[config.mk]
export PLATFORM = sky130hd
export DESIGN_NAME = lsu_dcache_adapter
export DESIGN_NICKNAME = d
export VERILOG_FILES = /design/src/rtl/lsu_dcache_adapter.sv
export SDC_FILE = /design/constraint.sdc
export NUM_CORES = 1
export LEC_CHECK = 0
export ABC_AREA = 1
export BUFFER_PORTS_ARGS = -buffer_cell sky130_fd_sc_hd__buf_2
export CORE_AREA = 2 2 155 157
export CTS_CLUSTER_SIZE = 12
export DETAILED_ROUTE_END_ITERATION = 6
export DIE_AREA = 0 0 157 159
export GPL_TIMING_DRIVEN = 0
export PLACE_DENSITY = 0.66
export SYNTH_ARGS = -nofsm -noshare
export SYNTH_HDL_FRONTEND = slang
export SYNTH_SLANG_ARGS = --single-unit
[constraint.sdc]
create_clock -name clk -period 3.3 [get_ports clk]
set_clock_uncertainty 0.1 [all_clocks]
set_input_delay 0.165 -clock clk [delete_from_list [all_inputs] [get_ports clk]]
set_output_delay 0.165 -clock clk [all_outputs]
set_load 0.05 [all_outputs]
[src/rtl/lsu_dcache_adapter.sv]
`default_nettype none
// ============================================================================
// Module  : lsu_dcache_adapter
// Purpose : memory-stage load/store adapter onto the D$ port (hold, extend, align, watchdog)
// Revision: 1.0
// ============================================================================
module lsu_dcache_adapter #(
  parameter int TIMEOUT_CYCLES = 1024,
  parameter int CNT_WIDTH      = 11
) (
  input  logic        clk,
  input  logic        reset,
  input  logic        flush,
  input  logic        req_valid,
  output logic        req_ready,
  input  logic        req_write,
  input  logic [63:0] req_addr,
  input  logic [63:0] req_wdata,
  input  logic [1:0]  req_size,
  input  logic        req_unsigned,
  output logic        resp_valid,
  output logic [63:0] resp_rdata,
  output logic        resp_fault,
  output logic        dc_en,
  output logic [63:0] dc_in_addr,
  output logic        dc_write_en,
  output logic [63:0] dc_in_wdata,
  output logic [1:0]  dc_in_wlen,
  input  logic [63:0] dc_out_rdata,
  input  logic        dc_out_rvalid,
  input  logic        dc_out_write_done
);

  localparam logic [1:0] c_st_idle  = 2'd0;
  localparam logic [1:0] c_st_req   = 2'd1;
  localparam logic [1:0] c_st_drain = 2'd2;
  localparam logic [1:0] c_st_fault = 2'd3;
  localparam logic [CNT_WIDTH-1:0] c_timeout_last = CNT_WIDTH'(TIMEOUT_CYCLES - 1);

  logic [1:0]           r_state, w_state_next;
  logic                 r_write, r_unsigned;
  logic [63:0]          r_addr, r_wdata;
  logic [1:0]           r_size;
  logic [CNT_WIDTH-1:0] r_cnt;
  logic                 r_resp_valid, r_resp_fault;
  logic [63:0]          r_resp_rdata;
  logic                 w_accept, w_misaligned, w_done, w_timeout, w_busy;
  logic [63:0]          w_load_ext;

  always_comb begin
    w_misaligned = 1'b0;
    case (req_size)
      2'd1:    w_misaligned = req_addr[0];
      2'd2:    w_misaligned = |req_addr[1:0];
      2'd3:    w_misaligned = |req_addr[2:0];
      default: w_misaligned = 1'b0;
    endcase
  end

  assign w_accept  = req_valid & req_ready;
  assign w_busy    = (r_state == c_st_req) | (r_state == c_st_drain);
  // Only the done signal matching the latched direction counts.
  assign w_done    = r_write ? dc_out_write_done : dc_out_rvalid;
  assign w_timeout = (r_cnt == c_timeout_last) & ~w_done;

  always_comb begin
    case (r_size)
      2'd0:    w_load_ext = {{56{dc_out_rdata[7]  & ~r_unsigned}}, dc_out_rdata[7:0]};
      2'd1:    w_load_ext = {{48{dc_out_rdata[15] & ~r_unsigned}}, dc_out_rdata[15:0]};
      2'd2:    w_load_ext = {{32{dc_out_rdata[31] & ~r_unsigned}}, dc_out_rdata[31:0]};
      default: w_load_ext = dc_out_rdata;
    endcase
  end

  always_ff @(posedge clk) begin
    if (reset) r_state <= c_st_idle;
    else       r_state <= w_state_next;
  end

  always_comb begin
    w_state_next = r_state;
    case (r_state)
      c_st_idle:  if (w_accept) w_state_next = w_misaligned ? c_st_fault : c_st_req;
      c_st_req: begin
        if (w_done || w_timeout) w_state_next = c_st_idle;
        else if (flush)          w_state_next = c_st_drain;
      end
      c_st_drain: if (w_done || w_timeout) w_state_next = c_st_idle;
      default:    w_state_next = c_st_idle;
    endcase
  end

  always_ff @(posedge clk) begin
    if (reset) begin
      r_write      <= 1'b0;
      r_unsigned   <= 1'b0;
      r_addr       <= '0;
      r_wdata      <= '0;
      r_size       <= '0;
      r_cnt        <= '0;
      r_resp_valid <= 1'b0;
      r_resp_fault <= 1'b0;
      r_resp_rdata <= '0;
    end else begin
      if (w_accept) begin
        r_write    <= req_write;
        r_unsigned <= req_unsigned;
        r_addr     <= req_addr;
        r_wdata    <= req_wdata;
        r_size     <= req_size;
      end
      if (w_accept)             r_cnt <= '0;
      else if (w_busy && !w_done) r_cnt <= r_cnt + 1'b1;
      // A flush arriving in REQ silences whatever completes or times out.
      r_resp_valid <= (r_state == c_st_req) & ~flush & (w_done | w_timeout);
      r_resp_fault <= (r_state == c_st_req) & ~flush & w_timeout;
      r_resp_rdata <= ((r_state == c_st_req) && !flush && w_done && !r_write) ? w_load_ext : '0;
    end
  end

  always_comb begin
    req_ready   = (r_state == c_st_idle) & ~flush & ~reset;
    dc_en       = w_busy;
    dc_in_addr  = w_busy ? r_addr : '0;
    dc_write_en = w_busy & r_write;
    dc_in_wdata = w_busy ? r_wdata : '0;
    dc_in_wlen  = w_busy ? r_size : '0;
    resp_valid  = r_resp_valid | ((r_state == c_st_fault) & ~flush);
    resp_fault  = r_resp_fault | ((r_state == c_st_fault) & ~flush);
    resp_rdata  = r_resp_rdata;
  end

endmodule
`default_nettype wire

-- Yosys cells after proc, flatten, opt, wreduce, memory -nomap -nowiden
Index checks and enable logic that the tools add are counted.
- mux-type cells: 12
- reductions and logical operators: 15
- bitwise gates (word level): 21
- add/sub/neg operators: 1
- equal/unequal tests: 12
- operators by type and width (cell ; count):
    case mux 64 bit (3 select lines) ; 1
    2-to-1 mux 64 bit ; 2
    AND 1 bit ; 12
    2-to-1 mux 2 bit ; 6
    adder 11 x 1 -> 11 bit (second input constant) ; 1
    equality test 11 x 10 -> 1 bit (second input constant) ; 1
    equality test 2 bit (second input constant) ; 5
    equality test 2 x 1 -> 1 bit (second input constant) ; 3
    case mux 2 bit (3 select lines) ; 1
    OR reduction 2 bit ; 3
    inverter 1 bit ; 5
    logical AND 1 bit ; 4
    zero test 2 bit ; 2
    OR 1 bit ; 4
    zero test 1 bit ; 3
    != test 3 bit (second input constant) ; 1
    case mux 1 bit (3 select lines) ; 1
    AND reduction 3 bit ; 1
    OR reduction 3 bit ; 1
    != test 2 x 1 -> 1 bit (second input constant) ; 1
    != test 2 bit (second input constant) ; 1
    logical OR 1 bit ; 1
    2-to-1 mux 1 bit ; 1
- register bits after elaboration: 211
- output and inout port bits: 199

-- Depth between registers and ports, before layout
- depth after elaboration: 6
- gate-level depth with buffers: 11

-- Worst setup path before layout
Ideal clock, no wire load.
- kind: reg-to-output
- start: register r_state[0]
- end: output port dc_in_wlen[0]
- stages on the path, launching flop included: 8
- data arrival time: 2159 ps
- setup slack: 876 ps
- path through: dfxtp_1 inv_1 ha_1 clkbuf_1 clkbuf_1 clkbuf_1 nand2_1 inv_1
- word-level cells in the longest chain between the ends: 3
- elaborated cells on any way between the ends: 4
- ends and longest elaborated chain (item ; RTL line ; source):
    from (decl) ; 40 ; logic [1:0] r_state, w_state_next;
    from (signal assigned) ; 76 ; if (reset) r_state <= c_st_idle;
    from (signal assigned) ; 77 ; else r_state <= w_state_next;
    equality test 2 x 1 -> 1 bit or equality test 2 bit (tied branches) ; 61 ; assign w_busy = (r_state == c_st_req) | (r_state == c_st_drain);
    OR 1 bit * ; 61 ;
    net dc_en ; 24 ; output logic dc_en,
    2-to-1 mux 2 bit * ; 127 ; dc_in_wlen = w_busy ? r_size : '0;
    to (decl) ; 28 ; output logic [1:0] dc_in_wlen,
Mark *: on every way through the listed nets, which the timed path passes. The rest lies on a longest branch.

-- Final worst setup path
- start: register r_state[0]
- end: output port dc_in_wdata[8]
- word-level cells in the longest chain between the ends: 3
- elaborated cells on any way between the ends: 4
- ends and longest elaborated chain (item ; RTL line ; source):
    equality test 2 x 1 -> 1 bit or equality test 2 bit (tied branches) ; 61 ;
    OR 1 bit * ; 61 ;
    2-to-1 mux 64 bit * ; 126 ; dc_in_wdata = w_busy ? r_wdata : '0;
    to (decl) ; 27 ; output logic [63:0] dc_in_wdata,
Mark *: on every way between the ends. The rest lies on a longest branch, timed or not.

==> flow_summary.json <==
{
  "syn-num-nets": 1500,
  "drv_slew": 0,
  "initial_utilization": 0.382,
  "ys_seq_area_frac": 0.476,
  "clk_latency_ns": 0.50,
  "portBuffers": 400,
  "area_growth_pct": 59.3,
  "antenna_found_initial": 2,
  "ys_warn_count": 0,
  "fin_util": 0.609,
  "die_y_um": 159,
  "fmax_mhz": 325,
  "synth-edff-count": 0,
  "leakagePower_nw": 7.97,
  "relSlewSlack": 0.539,
  "root_buffer": "clkbuf_16",
  "hold_class": "input pin to flop",
  "layout_min_cycle_time_ns": 3.08,
  "synth.most_common_cell": "nor2_1",
  "peakVddDrop_v": 0.000374,
  "setup_viol": 0,
  "drc_errors": 0,
  "hpwl_um": 21200,
  "vias_per_cell": 4.44,
  "fin_nets": 2129,
  "grt_max_degree": 13,
  "max-cap-violations": 0,
  "grt_pass1_wl_um": 48800,
  "core_area_mm2": 0.0232,
  "overflow": 0,
  "async_flop_share": 0,
  "start_kind": "flop",
  "clock_sinks": 211,
  "dieArea_mm2": 0.0250,
  "min_path_cells": 5,
  "tns_ns": 0,
  "yosysUniqueCellTypes": 26,
  "drt-wirelength-per-cell_um": 13.8,
  "cp.arrival_ns": 2.82,
  "clk_pin_slew_ns": 0.06,
  "track_usage": 0.241,
  "hold_viol": 0,
  "status": "complete, no violations",
  "synth_cells": 1292,
  "syn_avg_cell_area_um2": 6.86,
  "cts_tree": "yes",
  "drtIter0Drc": 510,
  "vias": 10000,
  "dr.pass1.iters": 5,
  "fp-row-count": 56,
  "drt_wl_total_um": 31200,
  "synth_common_cells": "nor2_1 (352), inv_1 (220), dfxtp_1 (211)",
  "synth-seq-cells": 211,
  "synth.area.top_cells": "dfxtp_1 (48%), nor2_1 (15%), inv_1 (9.3%)",
  "cts_buffers": 24,
  "cp_data_required_time_ns": 3.03,
  "critPathCaptureType": "output pin",
  "die_x_um": 157,
  "p_per_area_mw_per_mm2": 590,
  "drtAntennaViolNets": 0,
  "fin_crit_sh": 0.934,
  "ios": 401,
  "syn-cell-area_mm2": 0.00887,
  "synth_top_cell_area_share": 0.476,
  "synth_ff_type": "dfxtp_1",
  "worstMarginPinSlew_ns": 0.691,
  "ctsHtreeMaxLevel": 1,
  "clockBufferDepth": 3,
  "cp_max_fo": 10,
  "crit_type": "flop to output pin",
  "drive_gt1_frac": 0.269,
  "yosysTopAreaCell": "dfxtp_1",
  "rsz0062_at_grt": "yes",
  "worstRegToRegCells": 8,
  "grt_pass1_vias": 10100,
  "gp_congestion": 0.857
}
[layer usage]
layer	track usage	wire, um	up-vias
li1	-	-	5083
met1	0.273	12600	4484
met2	0.427	15000	357
met3	0.0542	2130	96
met4	0.112	1440	0
met5	0	0	-
[cells by family after synthesis]
family / count (synthesis) / synth area share
simple gates: 602 / 0.277
buf+inv: 296 / 0.136
flops: 211 / 0.476
compound gates: 175 / 0.0998
fa+ha+maj: 6 / 0.00847
xor+xnor: 2 / 0.00198
[sequential cells by signal, summed over array words and instances, names as in the netlist]
| name | count |
|---|---|
| r_size | 2 |
| resp_rdata | 64 |
| r_unsigned | 1 |
| r_cnt | 11 |
| r_resp_valid | 1 |
| r_state | 2 |
| r_wdata | 64 |
| r_addr | 64 |
| r_resp_fault | 1 |
| r_write | 1 |
[cell type report]
class	count	area, um^2
flip-flops and latches	211	4220
clock inverters	3	21.3
repair buffers	603	4030
well taps	319	399
inverters	223	837
multi-input cells	785	3430
clock buffers	39	788
plain buffers	73	382
diodes	2	5.00
fillers	2084	9070
[timing repair]
action                     CTS  global route
setup endpoints to repair   90            33
hold endpoints to repair   200             0
hold buffers               203             0
resized for setup            2            13
buffers inserted             0             0
[per-stage QoR]
| stage | setup WS, ns | instance area [um^2] | std cells | hold slack (ns) | total power, mW |
|---|---|---|---|---|---|
| after detailed placement | 0.254 | 11300 | 2011 | 0.290 | 5.49 |
| after global placement | 0.247 | 11300 | 2011 | 0.288 | 5.48 |
| after global routing | -0.0150 | 14100 | 2258 | 0.0295 | 8.79 |
| after floorplan | 0.876 | 8870 | 1292 | 0.177 | 4.74 |
| after CTS | 0.00176 | 14100 | 2256 | 0.00481 | 8.38 |
| final | 0.218 | 14100 | 2258 | 0.0244 | 8.33 |
[cell usage in the layout, fill, tap and decap left out, drive strengths merged]
master	Yosys	layout
buf	25	426
or2	15	15
nand2	184	184
nand3b	1	1
xor2	2	2
clkbuf	48	86
nand3	11	11
inv	223	224
o21bai	2	2
ha	6	6
dlygate4sd3	0	203
o21ai	147	147
a21oi	26	26
nor4	1	1
diode	0	2
clkinvlp	0	1
nor2	387	387
nand4	3	3
clkinv	0	1
dfxtp	211	211
[critical path: stages, from the launching register on]
cell      delay, ns
dfxtp_1        0.36
inv_1          0.11
ha_1           0.30
clkbuf_1       0.28
clkbuf_2       0.40
buf_1          0.40
nand2_1        0.10
inv_1          0.08
buf_2          0.26
[power breakdown]
part           switching [mW]  leakage (nW)  total [mW]  internal, mW
Clock                    1.05         0.399        2.68          1.62
Sequential              0.113          1.71        2.88          2.77
Combinational            1.97          5.86        2.77         0.796
Total                    3.14          7.97        8.33          5.19
[path summary, 6_finish.rpt]
kind / endpoint / slack, ns / from
max: dc_in_wdata[8] / 0.22 / r_state[0]
min: resp_rdata[14] / 0.02 / dc_out_rvalid
min reg2reg: r_cnt[7] / 0.35 / r_cnt[7]
max reg2reg: r_cnt[10] / 1.08 / r_state[0]
Note: power is estimated with default switching activity, not from simulation.
